===== src/rtl/sd_arb_pkg.sv =====
// Shared definitions for the SD request arbiter: FSM encoding, operation type
// and the inter-grant gap length.
package sd_arb_pkg;

  localparam logic [1:0] ST_IDLE  = 2'd0;
  localparam logic [1:0] ST_GRANT = 2'd1;
  localparam logic [1:0] ST_GAP   = 2'd2;

  typedef enum logic {
    OP_RD = 1'b0,
    OP_WR = 1'b1
  } sd_op_e;

  // Cycles with every start bit low between two grants, so sd_card always
  // sees a fresh rising edge on its start input.
  localparam int GAP_LEN = 1;

endpackage


===== src/rtl/sd_req_arbiter_rr_pick.sv =====
// Round-robin winner selection: the search starts at the index after last_idx
// and the first pending request wins.
module rr_pick #(
  parameter int NUM_REQ = 3,
  parameter int IDX_W   = 2
) (
  input  logic [NUM_REQ-1:0] req,
  input  logic [IDX_W-1:0]   last_idx,
  output logic [NUM_REQ-1:0] win_oh,
  output logic [IDX_W-1:0]   win_idx,
  output logic               win_vld
);

  int cand;

  always_comb begin
    win_oh  = '0;
    win_idx = '0;
    win_vld = 1'b0;
    cand    = 0;
    for (int k = 0; k < NUM_REQ; k++) begin
      cand = int'(last_idx) + 1 + k;
      if (cand >= NUM_REQ) cand = cand - NUM_REQ;
      if (!win_vld && (|(req & (NUM_REQ'(1) << cand)))) begin
        win_vld = 1'b1;
        win_oh  = NUM_REQ'(1) << cand;
        win_idx = cand[IDX_W-1:0];
      end
    end
  end

endmodule


===== src/rtl/sd_req_arbiter.sv =====
// Arbitrates NUM_REQ read/write requesters onto one sd_card core port.
// Optional grant watchdog enabled with macro SD_ARB_TIMEOUT_EN.
module sd_req_arbiter
  import sd_arb_pkg::*;
#(
  parameter int NUM_REQ   = 3,
  parameter int TIMEOUT_W = 24
) (
  input  logic                  clk,
  input  logic                  reset,
  input  logic [NUM_REQ-1:0]    req_rd,
  input  logic [NUM_REQ-1:0]    req_wr,
  input  logic [32*NUM_REQ-1:0] req_sector,
  input  logic [NUM_REQ-1:0]    req_slot,
  input  logic [8*NUM_REQ-1:0]  req_inbyte,
  output logic [NUM_REQ-1:0]    req_busy,
  output logic [NUM_REQ-1:0]    req_done,
  output logic [NUM_REQ-1:0]    req_outen,
  output logic [1:0]            sd_rstart,
  output logic [1:0]            sd_wstart,
  output logic [31:0]           sd_sector,
  input  logic                  sd_rdone,
  input  logic                  sd_outen,
  output logic [7:0]            sd_inbyte,
  output logic                  req_err
);

  localparam int IDX_W = (NUM_REQ > 2) ? 2 : 1;

  logic [1:0]         state;
  logic [IDX_W-1:0]   last_idx;
  logic [NUM_REQ-1:0] pend;
  logic [NUM_REQ-1:0] win_oh;
  logic [IDX_W-1:0]   win_idx;
  logic               win_vld;
  logic [31:0]        win_sector;

  logic [NUM_REQ-1:0] gnt_oh_p1;
  logic               gnt_slot_p1;
  sd_op_e             gnt_op_p1;
  logic [31:0]        sector_p1;
  logic [NUM_REQ-1:0] done_p1;
  logic               err_p1;
  logic [1:0]         gap_cnt;
  logic [1:0]         start_vec;
  logic [7:0]         gnt_inbyte;
  logic               in_grant;

`ifdef SD_ARB_TIMEOUT_EN
  logic [TIMEOUT_W-1:0] tmo_cnt;
`else
  logic unused_tmo_w;
  assign unused_tmo_w = (TIMEOUT_W != 0);
`endif

  assign pend = req_rd | req_wr;

  rr_pick #(
    .NUM_REQ (NUM_REQ),
    .IDX_W   (IDX_W)
  ) u_rr_pick (
    .req      (pend),
    .last_idx (last_idx),
    .win_oh   (win_oh),
    .win_idx  (win_idx),
    .win_vld  (win_vld)
  );

  always_comb begin
    win_sector = '0;
    gnt_inbyte = '0;
    for (int i = 0; i < NUM_REQ; i++) begin
      if (win_oh[i])    win_sector = req_sector[32*i +: 32];
      if (gnt_oh_p1[i]) gnt_inbyte = req_inbyte[8*i +: 8];
    end
  end

  // Stage p1: grant latch and FSM
  always_ff @(posedge clk) begin
    if (reset) begin
      state       <= ST_IDLE;
      last_idx    <= IDX_W'(NUM_REQ - 1);  // next search starts at index 0
      gnt_oh_p1   <= '0;
      gnt_slot_p1 <= 1'b0;
      gnt_op_p1   <= OP_RD;
      sector_p1   <= '0;
      done_p1     <= '0;
      err_p1      <= 1'b0;
      gap_cnt     <= '0;
`ifdef SD_ARB_TIMEOUT_EN
      tmo_cnt     <= '0;
`endif
    end else begin
      done_p1 <= '0;
      err_p1  <= 1'b0;
      case (state)
        ST_IDLE: begin
          if (win_vld) begin
            gnt_oh_p1   <= win_oh;
            gnt_slot_p1 <= |(req_slot & win_oh);
            gnt_op_p1   <= (|(req_rd & win_oh)) ? OP_RD : OP_WR;
            sector_p1   <= win_sector;
            last_idx    <= win_idx;
            state       <= ST_GRANT;
`ifdef SD_ARB_TIMEOUT_EN
            tmo_cnt     <= '0;
`endif
          end
        end
        ST_GRANT: begin
          if (sd_rdone) begin
            done_p1 <= gnt_oh_p1;
            gap_cnt <= '0;
            state   <= ST_GAP;
          end
`ifdef SD_ARB_TIMEOUT_EN
          else if (&tmo_cnt) begin
            done_p1 <= gnt_oh_p1;
            err_p1  <= 1'b1;
            gap_cnt <= '0;
            state   <= ST_GAP;
          end else begin
            tmo_cnt <= tmo_cnt + TIMEOUT_W'(1);
          end
`endif
        end
        ST_GAP: begin
          if (gap_cnt == 2'(GAP_LEN - 1)) state <= ST_IDLE;
          else gap_cnt <= gap_cnt + 2'd1;
        end
        default: state <= ST_IDLE;
      endcase
    end
  end

  assign in_grant  = (state == ST_GRANT);
  assign start_vec = gnt_slot_p1 ? 2'b10 : 2'b01;

  assign sd_rstart = (in_grant && gnt_op_p1 == OP_RD) ? start_vec : 2'b00;
  assign sd_wstart = (in_grant && gnt_op_p1 == OP_WR) ? start_vec : 2'b00;
  assign sd_sector = sector_p1;
  assign sd_inbyte = (in_grant && gnt_op_p1 == OP_WR) ? gnt_inbyte : 8'h00;
  assign req_busy  = in_grant ? gnt_oh_p1 : '0;
  assign req_outen = (in_grant && gnt_op_p1 == OP_RD && sd_outen) ? gnt_oh_p1 : '0;
  assign req_done  = done_p1;

`ifdef SD_ARB_TIMEOUT_EN
  assign req_err = err_p1;
`else
  assign req_err = 1'b0;
`endif

endmodule


===== config.mk =====
export PLATFORM = sky130hd
export DESIGN_NAME = sd_req_arbiter
export DESIGN_NICKNAME = d
export VERILOG_FILES = /design/src/rtl/sd_arb_pkg.sv /design/src/rtl/sd_req_arbiter_rr_pick.sv /design/src/rtl/sd_req_arbiter.sv
export SDC_FILE = /design/constraint.sdc
export NUM_CORES = 1
export LEC_CHECK = 0
export BUFFER_PORTS_ARGS = -buffer_cell sky130_fd_sc_hd__clkbuf_2
export CORE_MARGIN = 3
export CORE_UTILIZATION = 40
export DETAILED_ROUTE_END_ITERATION = 8
export PLACE_DENSITY = 0.76
export SYNTH_ARGS = -nofsm -noshare
export SYNTH_HDL_FRONTEND = slang
export SYNTH_SLANG_ARGS = --single-unit

===== constraint.sdc =====
create_clock -name clk -period 5.5 [get_ports clk]
set_clock_uncertainty 0.15 [all_clocks]
set_input_delay 1.375 -clock clk [delete_from_list [all_inputs] [get_ports clk]]
set_output_delay 1.375 -clock clk [all_outputs]
set_load 0.02 [all_outputs]

Word level (Yosys, flattened, before mapping)
Index checks and enable logic that the tools add are counted.

$add $sub $neg: 7. $mul: 0. Divide/modulo/power cells: 0. Magnitude comparators: 3. Eq/ne operators: 6. Shift operators: 3. Muxes and demuxes: 32. Bitwise logic cells: 9. Reductions and logical operators: 19.

Operator list (number): 2-to-1 mux 32 bit (6); left shift 1 x 32 -> 3 bit (first input constant) (3); greater-or-equal comparator 32 x 3 -> 1 bit (second input constant) (2); subtractor 32 x 3 -> 32 bit (second input constant) (2); adder 32 x 2 -> 32 bit (second input constant) (1); adder 32 x 3 -> 32 bit (second input constant) (1); 2-to-1 mux 8 bit (4); 2-to-1 mux 2 bit (11); OR reduction 3 bit (6); AND 3 bit (5); 2-to-1 mux 3 bit (5); != test 2 bit (second input constant) (3); case mux 2 bit (3 select lines) (1); AND reduction 3 bit (2); logical AND 1 bit (5); logical NOT 2 bit (2); 2-to-1 mux 1 bit (4); case mux 2 bit (2 select lines) (1); subtractor 3 x 2 -> 4 bit (second input constant) (1); adder 2 x 1 -> 3 bit (second input constant) (1); greater-or-equal comparator 3 x 2 -> 1 bit (second input constant) (1); inverter 1 bit (3); OR 3 bit (1); adder 2 x 1 -> 2 bit (second input constant) (1); 6 further kinds (7).

Bits in registers: 46. Bits in latches: 0. RAM bits: 0. Memory bits (read-only): 0. Input bits: 133. Output and inout port bits: 54. Logic and storage cells: 87. Memories kept: 0.

Depth between registers and ports, before layout
Gate-level depths: netlist (run 1).

Depth in word-level cells: 16. Depth in mapped cells: 11. Depth with buffers taken out: 8.

Modules after synthesis
A second synthesis (run 1) with hierarchy kept.

Cell total of the unflattened synthesis: 340. Area total of the unflattened synthesis: 3103.0 sq um.

By module, submodules not included: sd_req_arbiter (times used 1, cells each 307, area each 2874.0 sq um, sequential area each 920.9 sq um); rr_pick (times used 1, cells each 33, area each 229.0 sq um, sequential area each 0.0 sq um).

Worst setup path after synthesis (run 1)
No wires, ideal clock.

Kind: input to output. From: input port req_inbyte[9]. To: output port sd_inbyte[1]. Arrival: 1870 ps. Data required time: 3975 ps. Slack: 2105 ps. Stages on the path: 4. Path buffers: 0. Cell sequence: a22oi_1 -> nor2_1 -> a21oi_1 -> nor2_1.

Word-level cells in the longest chain between the ends: 3.

RTL lines: start: declaration (line sd_req_arbiter.sv:15) `input logic [8*NUM_REQ-1:0] req_inbyte,`; 2-to-1 mux 8 bit (2 in series) (line sd_req_arbiter.sv:74) `if (gnt_oh_p1[i]) gnt_inbyte = req_inbyte[8*i +: 8];`; 2-to-1 mux 8 bit (line sd_req_arbiter.sv:142) `assign sd_inbyte = (in_grant && gnt_op_p1 == OP_WR) ? gnt_inbyte : 8'h00;`; end: declaration (line sd_req_arbiter.sv:24) `output logic [7:0] sd_inbyte,`.

No other way between the ends.

Worst setup path in the final report (run 1)
From: input port req_rd[2]. To: register sector_p1[18], in the netlist sd_sector[18].

Word-level cells in the longest chain between the ends: 13. Elaborated cells on any way between the ends: 21. Those cells by class: mux: 9; bitwise: 4; reduce/logical: 8.

RTL lines: start: declaration (line sd_req_arbiter.sv:11) `input logic [NUM_REQ-1:0] req_rd,`; OR 3 bit * (line sd_req_arbiter.sv:56) `assign pend = req_rd | req_wr;`; AND 3 bit (line sd_req_arbiter_rr_pick.sv:24) `if (!win_vld && (|(req & (NUM_REQ'(1) << cand)))) begin`; OR reduction 3 bit (line sd_req_arbiter_rr_pick.sv:24); 2-to-1 mux 1 bit (line sd_req_arbiter_rr_pick.sv:24); logical NOT 1 bit (line sd_req_arbiter_rr_pick.sv:24); logical AND 1 bit (line sd_req_arbiter_rr_pick.sv:24); 2-to-1 mux 1 bit (line sd_req_arbiter_rr_pick.sv:24); logical NOT 1 bit (line sd_req_arbiter_rr_pick.sv:24); logical AND 1 bit (line sd_req_arbiter_rr_pick.sv:24); 2-to-1 mux 3 bit (line sd_req_arbiter_rr_pick.sv:24); 2-to-1 mux 32 bit (3 in series) (line sd_req_arbiter.sv:73) `if (win_oh[i]) win_sector = req_sector[32*i +: 32];`; end signal: assignment (line sd_req_arbiter.sv:102) `sector_p1 <= win_sector;`; end: declaration (line sd_req_arbiter.sv:41) `logic [31:0] sector_p1;`.

Every way passes the cells marked *; elsewhere a longest branch is shown, timed or not. A chain may end at the register's enable or synchronous reset.

==> flow_metrics.tcl, run 1 <==
set metrics [dict create \
    worst_ep_arrival_time_ns 3.69 \
    detail_route.wl_per_cell_um 15.2 \
    tritoncts "done" \
    post-route-worst-setup-slack_ns 1.90 \
    worstSetupEndpointType "flip-flop" \
    finalWeightedCongestion 0.912 \
    cp_num_cells 7 \
    antenna_left 0 \
    achievable-frequency_mhz 277 \
    r2r.worst_path.cells 8 \
    synth_async_sr_flop_share 0 \
    slew_headroom 0.340 \
    crit_path_cell_trace "clkbuf_2 > o21ai_1 > nand3_2 > a311oi_2 > or2_1 > o21ai_0 > o21ai_1" \
    setup-tns-final_ns 0 \
    ctsHtreeMaxLevel 2 \
    r2r_end "sd_sector[18]" \
    timing.critical_path.slowest_cell_delay_ns 0.82 \
    critical-path-top-delay-family "compound AO/OA/AOI/OAI gates" \
    tritoncts.num_buffers 5 \
    final_nets 656 \
    critical_path.reg2reg.startpoint "last_idx[0]" \
    post_synthesis_cell_area_um2 2910 \
    cp_data_required_time_ns 5.59 \
    ys_dominant_reg_cell "dfxtp_1" \
    worstHoldPathType "flip-flop to flip-flop" \
    cts_root_buffer "clkbuf_8" \
    clk_pin_slew_worst_paths_ns 0.10 \
    net_switching_share_of_the_total_power 0.529 \
    rows 30 \
    timing_hold_violations_final 0 \
    cap_violations 0 \
    drc 0 \
    maximum_number_of_pins_on_one_net_before_global_route_repair 36 \
    worstSetupPathType "input port to flip-flop" \
    cts_resized 0 \
    antenna_diode_count 0 \
    grt_overflow_total 0 \
    filler_cell_count 713 \
    netlist_instances 347 \
    yosys.cell_types.count 47 \
    1st_pass_router_iterations 4 \
    crit_path_end "sd_sector[18]" \
    routed_wirelength_um 9350 \
    clock_latency_ns 0.30 \
    p_per_area_nw_per_um2 675 \
    timing.reg2reg.setup_slack_ns 2.13 \
    placed_cell_count 606 \
    path_max_fanout 32 \
    grt.total_usage 0.219 \
    grt_antenna_before_repair 0 \
    yosys_warnings 0 \
    internal-power_mw 1.25 \
    die_width_um 91.3 \
    setup_viol 0 \
    vias_per_cell 5.42 \
    crit_start "req_rd[2]" \
    die_h_um 91.3 \
    design.die.area_um2 8330 \
    floorplan.initialDensity 0.421 \
    io_pins 187 \
    syn-num-nets 486 \
    power_frac_seq 0.197 \
    layout-drive-gt1-share 0.463 \
    cts.sink_count 46 \
    critical_path.n_buffers_inverters 1 \
    final_number_of_max_transition_violations 0 \
    post-dp-hpwl_um 7390 \
    synth_edf_count 0 \
    grt_first_pass_wirelength_um 15100 \
    worst_hold_slack_ns 0.297 \
    startpoint_type "input port" \
    fp.coreArea_um2 6910 \
    fraction_of_the_yosys_area_taken_by_sequential_cells 0.316 \
    number_of_global_route_vias_before_repair 3196 \
    final_cells 614 \
    holdBufCountCts 0 \
    cell_type_of_the_slowest_stage_on_the_worst_timing_path "or2_1" \
    post_cts_repair_setup_buffers 0 \
    worstMarginPinSlew_ns 0.990 \
    layout_min_cycle_time_ns 3.60 \
    power.share.clock 0.078 \
    comb_power_share 0.725 \
    synth_seq_cells 46 \
    initialDrtViolationCount 95 \
    layout_worst_path_cycle_share 0.655 \
    power.net_switching_mw 1.41 \
    dr_total_vias 3327 \
    static-leakage-power_nw 1.81 \
    port_buffers 185 \
    post-layout-total-power_mw 2.66 \
    syn2layout_area_growth_pct 35.4 \
    placement.setup.worst_slack_ns 1.61 \
    status "completed" \
    peakVddDrop_v 0.000573 \
    cell_type_with_the_highest_occurrence_count_on_the_critical_path "o21ai_1" \
    mapped_avg_cell_area_um2 8.39 \
    rsz0062_at_grt "no" \
    cts_buffer_depth 2 \
]
==> Yosys cell counts, types with 2 or more instances <==
cell	count	area, um^2
a221oi_2	30	450
o21ai_0	25	125
a22oi_1	8	60.1
ha_1	6	75.1
a21boi_1	2	15.0
nor3b_1	2	15.0
inv_1	5	18.8
nor3_1	5	25.0
dfxtp_1	46	921
nand3_1	4	20.0
and2_1	5	31.3
o31ai_1	2	15.0
nor2_1	35	131
buf_4	2	15.0
clkbuf_1	9	33.8
nor2b_1	3	18.8
a21o_1	2	15.0
a21oi_1	19	95.1
o21a_1	2	15.0
nand2_1	38	143
o21ai_1	47	235
and3_1	7	43.8
buf_6	4	45.0
buf_2	13	65.1
a221oi_1	4	35.0
==> sequential cells by signal (all words and copies together), names as in the netlist <==
signal / cells
sd_sector: 32
gnt_oh_p1: 3
req_done: 3
gap_cnt: 2
last_idx: 2
state: 2
gnt_op_p1: 1
gnt_slot_p1: 1
==> cell type report <==
type	count	area, um^2	share of cell area
inverter	5	18.8	0.00476
multi-input combinational	268	1820	0.462
clock buffer	5	68.8	0.0175
timing repair buffer	191	971	0.246
tap	96	120	0.0305
clock inverter	3	21.3	0.00540
sequential	46	921	0.234
==> kinds of logic after synthesis <==
group,Yosys count,share of synthesized area
compound gates,154,0.423
fa+ha+maj,6,0.0258
buf+inv,33,0.0610
flops,46,0.316
mux,1,0.00344
other cells,1,0.00129
simple gates,106,0.169
==> tightest hold or removal path, delay by kind of cell (launching register included) <==
kind,cells,cell delay (ns)
AO/OA/AOI/OAI,1,0.05
flip-flops,1,0.32
AND/OR/NAND/NOR,1,0.05
==> worst min-delay path by stage <==
stage / from / endpoint / cells past startpoint
final: sd_sector[1] / sd_sector[1] / 2
after global routing: sd_sector[16] / sd_sector[16] / 2
after CTS: sd_sector[31] / sd_sector[31] / 2
after detailed placement: sd_sector[0] / sd_sector[0] / 2
after global placement: sd_sector[29] / sd_sector[29] / 2
after floorplan: gap_cnt[1] / gap_cnt[1] / 2
==> cells in the final DEF, fill, tap and decap left out, types with 2 or more instances in the layout <==
master,instances
a21boi_1,2
nor2b_1,2
ha_1,6
clkbuf_2,185
a21o_1,2
and2_1,5
o21a_1,2
nor3_1,5
a221oi_1,4
a221oi_2,30
inv_1,5
o21ai_0,25
o31ai_1,2
clkbuf_8,5
nand2_1,38
nor2_1,35
and3_1,7
dfxtp_1,46
a22oi_1,8
o21ai_1,47
nand3_1,4
buf_4,6
a21oi_1,19
nor3b_1,2
==> routing by layer <==
metal | part of all wire | track usage | wire (um) | up-vias
li1 | - | - | - | 1636
met1 | 0.39 | 0.250 | 3610 | 1563
met2 | 0.54 | 0.402 | 5000 | 108
met3 | 0.056 | 0.0464 | 519 | 20
met4 | 0.023 | 0.0716 | 212 | 0
met5 | 0 | 0 | 0 | -
==> power groups by stage <==
stage,logic (mW),registers [mW],clock network [mW]
floorplan,1.52,0.582,0
global route,2.10,0.542,0.227
global placement,1.90,0.527,0
CTS,1.94,0.523,0.214
detailed placement,1.93,0.531,0
finish,1.93,0.523,0.207
==> through the flow <==
stage               cell area [um^2]  utilization
global route                    3940        0.570
global placement                3850        0.557
floorplan                       2910            -
CTS                             3940        0.570
detailed placement              3850        0.557
finish                          3940        0.570
No activity file was read; power rests on OpenSTA's default activity.
==> run 2: changes to the inputs <==
- CORE_UTILIZATION: 40 -> 39
- PLACE_DENSITY: 0.76 -> 0.78
- clock period: 5.5 -> 2.99 ns (I/O delays scaled with it)
==> flow_metrics.tcl, run 2 (same netlist as run 1, synthesis figures left out) <==
set metrics [dict create \
    cp_data_required_time_ns 3.02 \
    status "completed" \
    hold-path-cell-count 2 \
    timing.reg2reg.setup_slack_ns 0.26 \
    syn2layout_area_growth_pct 39.6 \
    maximum_number_of_pins_on_one_net_before_global_route_repair 33 \
    worstMarginPinSlew_ns 0.601 \
    mostFrequentLayoutCell "clkbuf_2" \
    post-dp-hpwl_um 7830 \
    r2r_end "sd_sector[18]" \
    final_number_of_max_transition_violations 0 \
    detail_route.wl_per_cell_um 16.1 \
    post_cts_repair_setup_buffers 0 \
    clock_latency_ns 0.29 \
    worstSetupEndpointType "flip-flop" \
    timing.critical_path.slowest_cell_delay_ns 0.47 \
    cts_buffer_depth 2 \
    layout_worst_path_cycle_share 0.914 \
    filler_cell_count 661 \
    layout_min_cycle_time_ns 2.73 \
    finish.instance_area_um2 4060 \
    net_switching_share_of_the_total_power 0.498 \
    die_width_um 92.4 \
    timing_hold_violations_final 0 \
    most-common-layout-cells "clkbuf_2, o21ai_1, dfxtp_1" \
    power.net_switching_mw 2.64 \
    1st_pass_router_iterations 5 \
    static-leakage-power_nw 1.86 \
    dr_total_vias 3398 \
    slew_headroom 0.598 \
    port_buffers 185 \
    drc 0 \
    post-route-worst-setup-slack_ns 0.257 \
    path_max_fanout 32 \
    achievable-frequency_mhz 366 \
    grt_overflow_total 0 \
    r2r.worst_path.cells 9 \
    grt.total_usage 0.225 \
    cap_violations 0 \
    internal-power_mw 2.66 \
    rows 30 \
    comb_power_share 0.729 \
    setup-tns-final_ns 0 \
    io_pins 187 \
    critical_path.reg2reg.startpoint "last_idx[0]" \
    largest_register_ff_count 32 \
    worstSetupPathType "flip-flop to flip-flop" \
    initialDrtViolationCount 161 \
    worstHoldPathType "flip-flop to flip-flop" \
    grt_antenna_before_repair 0 \
    routed_wirelength_um 9980 \
    power_frac_seq 0.184 \
    power.share.clock 0.087 \
    die_h_um 92.4 \
    post-layout-total-power_mw 5.30 \
    rsz0062_at_grt "no" \
    p_per_area_nw_per_um2 1300 \
    finalWeightedCongestion 0.875 \
    hold_path.startpoint "sd_sector[26]" \
    grt_first_pass_wirelength_um 15700 \
    cell_type_of_the_slowest_stage_on_the_worst_timing_path "a2111oi_4" \
    floorplan.initialDensity 0.415 \
    place_area_um2 3950 \
    clk_pin_slew_worst_paths_ns 0.09 \
    vias_per_cell 5.49 \
    final_nets 661 \
    antenna_left 0 \
    setup_viol 0 \
    placement.setup.worst_slack_ns 0.203 \
    ctsHtreeMaxLevel 2 \
    number_of_global_route_vias_before_repair 3233 \
    cts_root_buffer "clkbuf_8" \
    tritoncts.num_buffers 5 \
    cts.sink_count 46 \
    whs_endpoint "sd_sector[26]" \
    fp.coreArea_um2 7020 \
    antenna_diode_count 0 \
    startpoint_type "flip-flop" \
    crit_path_cell_trace "inv_1 > ha_1 > o21bai_4 > and4_4 > a2111oi_4 > nor3_4 > buf_12 > a221oi_2 > o21ai_1" \
    worst_ep_arrival_time_ns 2.77 \
    design.die.area_um2 8530 \
    peakVddDrop_v 0.00106 \
    tritoncts "done" \
    layout-drive-gt1-share 0.468 \
]
-- run 2: worst max path at each step --
stage                               end  depth (start not counted)         start  slack, ns
after global routing      sd_sector[18]                          9   last_idx[0]       0.10
final                     sd_sector[18]                          9   last_idx[0]       0.26
after CTS                  sd_inbyte[1]                          6  gnt_oh_p1[1]       0.16
after detailed placement  sd_sector[18]                          8     req_wr[1]       0.20
after floorplan            sd_sector[2]                         10   last_idx[0]       0.46
after global placement      gnt_slot_p1                          7     req_wr[1]       0.26
-- run 2: stage by stage --
step                 util  cells  hold WS [ns]
global placement    0.563    611         0.283
finish              0.579    619         0.298
global route        0.579    619         0.327
detailed placement  0.563    611         0.288
CTS                 0.578    619         0.301
floorplan               -    347         0.304
-- run 2: area by class of cell --
| class | instances | area [um^2] | share of cell area |
|---|---|---|---|
| clock inverters | 2 | 37.5 | 0.00924 |
| multi-input cells | 268 | 1820 | 0.448 |
| inverters | 5 | 18.8 | 0.00462 |
| clock buffers | 6 | 72.6 | 0.0179 |
| well taps | 96 | 120 | 0.0296 |
| flip-flops and latches | 46 | 921 | 0.227 |
| repair buffers | 196 | 1070 | 0.264 |
-- run 2: repair_timing --
item / 4_1_cts / 5_1_grt
hold buffers: 0 / 0
endpoints found under the setup margin: 0 / 3
gates resized for setup: 0 / 1
-- run 2: critical path: cells and delay by family, from the launching register on --
kind	cells	cell delay (ns)
AO/OA/AOI/OAI	4	1.07
AND/OR/NAND/NOR	2	0.29
flip-flops	1	0.43
buffers and inverters	2	0.31
adder cells (fa/ha/maj)	1	0.35
-- run 2: per-layer routing --
layer  track usage  routed length [um]  vias to the layer above
met4        0.0804                 286                        0
met1         0.259                3790                     1592
met3        0.0447                 618                       25
met2         0.409                5280                      138
met5             0                   0                        -
li1              -                   -                     1643
-- run 2: power groups by stage --
stage	combinational (mW)	sequential (mW)	clock, mW
final	3.86	0.975	0.461
after global routing	4.19	1.01	0.502
after CTS	3.88	0.972	0.478
after detailed placement	3.87	0.987	0
after global placement	3.82	0.976	0
after floorplan	2.79	1.07	0
==> run 3: changes to the inputs <==
- CORE_ASPECT_RATIO: default -> 1.4
==> flow_metrics.tcl, run 3 (same netlist as run 1, synthesis figures left out) <==
set metrics [dict create \
    die_h_um 108 \
    crit_path_cell_trace "inv_1 > ha_1 > o21bai_1 > nand3_2 > a311oi_2 > nor2_4 > buf_12 > a221oi_1 > o21ai_1" \
    power.share.clock 0.074 \
    post-layout-total-power_mw 5.27 \
    floorplan.initialDensity 0.409 \
    number_of_global_route_vias_before_repair 3158 \
    syn2layout_area_growth_pct 39.2 \
    setup_viol 0 \
    maximum_number_of_pins_on_one_net_before_global_route_repair 36 \
    comb_power_share 0.742 \
    achievable-frequency_mhz 353 \
    routed_wirelength_um 9610 \
    layout_min_cycle_time_ns 2.84 \
    grt_antenna_before_repair 0 \
    port_buffers 185 \
    antenna_left 0 \
    design.die.area_um2 8550 \
    worstHoldPathType "flip-flop to flip-flop" \
    vias_per_cell 5.34 \
    critical_path.reg2reg.startpoint "last_idx[0]" \
    cell_type_of_the_slowest_stage_on_the_worst_timing_path "a311oi_2" \
    worstSetupPathType "flip-flop to flip-flop" \
    net_switching_share_of_the_total_power 0.506 \
    post_cts_repair_setup_buffers 0 \
    final_number_of_max_transition_violations 0 \
    1st_pass_router_iterations 4 \
    r2r_end "sd_sector[1]" \
    startpoint_type "flip-flop" \
    layout-drive-gt1-share 0.470 \
    mostFrequentLayoutCell "clkbuf_2" \
    detail_route.wl_per_cell_um 15.5 \
    cts_buffer_depth 2 \
    timing_hold_violations_final 0 \
    finalWeightedCongestion 0.926 \
    worst_ep_arrival_time_ns 2.86 \
    clk_pin_slew_worst_paths_ns 0.09 \
    power_frac_seq 0.184 \
    cts.sink_count 46 \
    p_per_area_nw_per_um2 1300 \
    placed_cell_count 610 \
    grt_first_pass_wirelength_um 14700 \
    internal-power_mw 2.61 \
    rows 36 \
    die_width_um 79.0 \
    cp_data_required_time_ns 3.01 \
    antenna_diode_count 0 \
    dr_total_vias 3301 \
    cts_resized 0 \
    static-leakage-power_nw 1.86 \
    power.net_switching_mw 2.66 \
    timing.reg2reg.setup_slack_ns 0.15 \
    hold-path-cell-count 2 \
    hold_path.startpoint "sd_sector[25]" \
    status "completed" \
    clock_latency_ns 0.29 \
    setup-tns-final_ns 0 \
    layout_worst_path_cycle_share 0.948 \
    post-dp-hpwl_um 7600 \
    drc 0 \
    slew_headroom 0.596 \
    timing.critical_path.slowest_cell_delay_ns 0.45 \
    rsz0062_at_grt "no" \
    grt.total_usage 0.213 \
    cts_root_buffer "clkbuf_8" \
    io_pins 187 \
    cap_violations 0 \
    worstMarginPinSlew_ns 0.605 \
    fp.coreArea_um2 7120 \
    tritoncts "done" \
    whs_endpoint "sd_sector[25]" \
    most-common-layout-cells "clkbuf_2, o21ai_1, dfxtp_1" \
    ctsHtreeMaxLevel 2 \
    largest_register_ff_count 32 \
    final_cells 618 \
    holdBufCountCts 0 \
    path_max_fanout 16 \
    final_nets 661 \
    tritoncts.num_buffers 5 \
    worstSetupEndpointType "flip-flop" \
    peakVddDrop_v 0.00114 \
    initialDrtViolationCount 134 \
    r2r.worst_path.cells 9 \
    grt_overflow_total 0 \
    worst_hold_slack_ns 0.296 \
]
==> run 3: per-layer routing <==
layer  vias up  track usage  wire, um
met2       117        0.408      5290
met3        11       0.0325       529
li1       1649            -         -
met5         -            0         0
met1      1524        0.242      3660
met4         0       0.0565       131
==> run 3: critical path, delay by kind of cell, from the launching register on <==
| kind | cells | cell delay, ns |
|---|---|---|
| and+or+nand+nor | 2 | 0.35 |
| adders and majority gates | 1 | 0.37 |
| buffers and inverters | 2 | 0.31 |
| AOI/OAI and AO/OA | 4 | 1.10 |
| DFF | 1 | 0.42 |
==> run 3: layout make-up <==
type	count	area, um^2
fillers	662	3070
multi-input cells	268	1830
repair buffers	196	1070
flip-flops and latches	46	921
well taps	95	119
clock buffers	7	86.3
inverters	5	18.8
clock inverters	1	5.00
==> run 3: how the worst max path moves through the flow <==
stage	slack [ns]	from	endpoint
after floorplan	0.46	last_idx[0]	sd_sector[2]
after global placement	0.11	req_wr[0]	sd_sector[31]
after detailed placement	0.06	req_rd[0]	sd_sector[19]
after CTS	0.03	last_idx[0]	sd_sector[14]
after global routing	0.03	last_idx[0]	sd_sector[19]
final	0.15	last_idx[0]	sd_sector[1]
==> run 3: power by group through the flow <==
stage	sequential (mW)	clock, mW	combinational [mW]
after global placement	0.969	0	3.87
after detailed placement	0.981	0	3.92
final	0.969	0.390	3.91
after global routing	0.997	0.431	4.26
after CTS	0.966	0.402	3.94
after floorplan	1.07	0	2.79
==> run 3: through the flow <==
stage / area [um^2] / util / worst slack (ns)
global route: 4050 / 0.569 / 0.0253
CTS: 4040 / 0.568 / 0.0261
floorplan: 2910 / - / 0.463
global placement: 3950 / 0.555 / 0.107
detailed placement: 3950 / 0.555 / 0.0552
finish: 4050 / 0.569 / 0.154
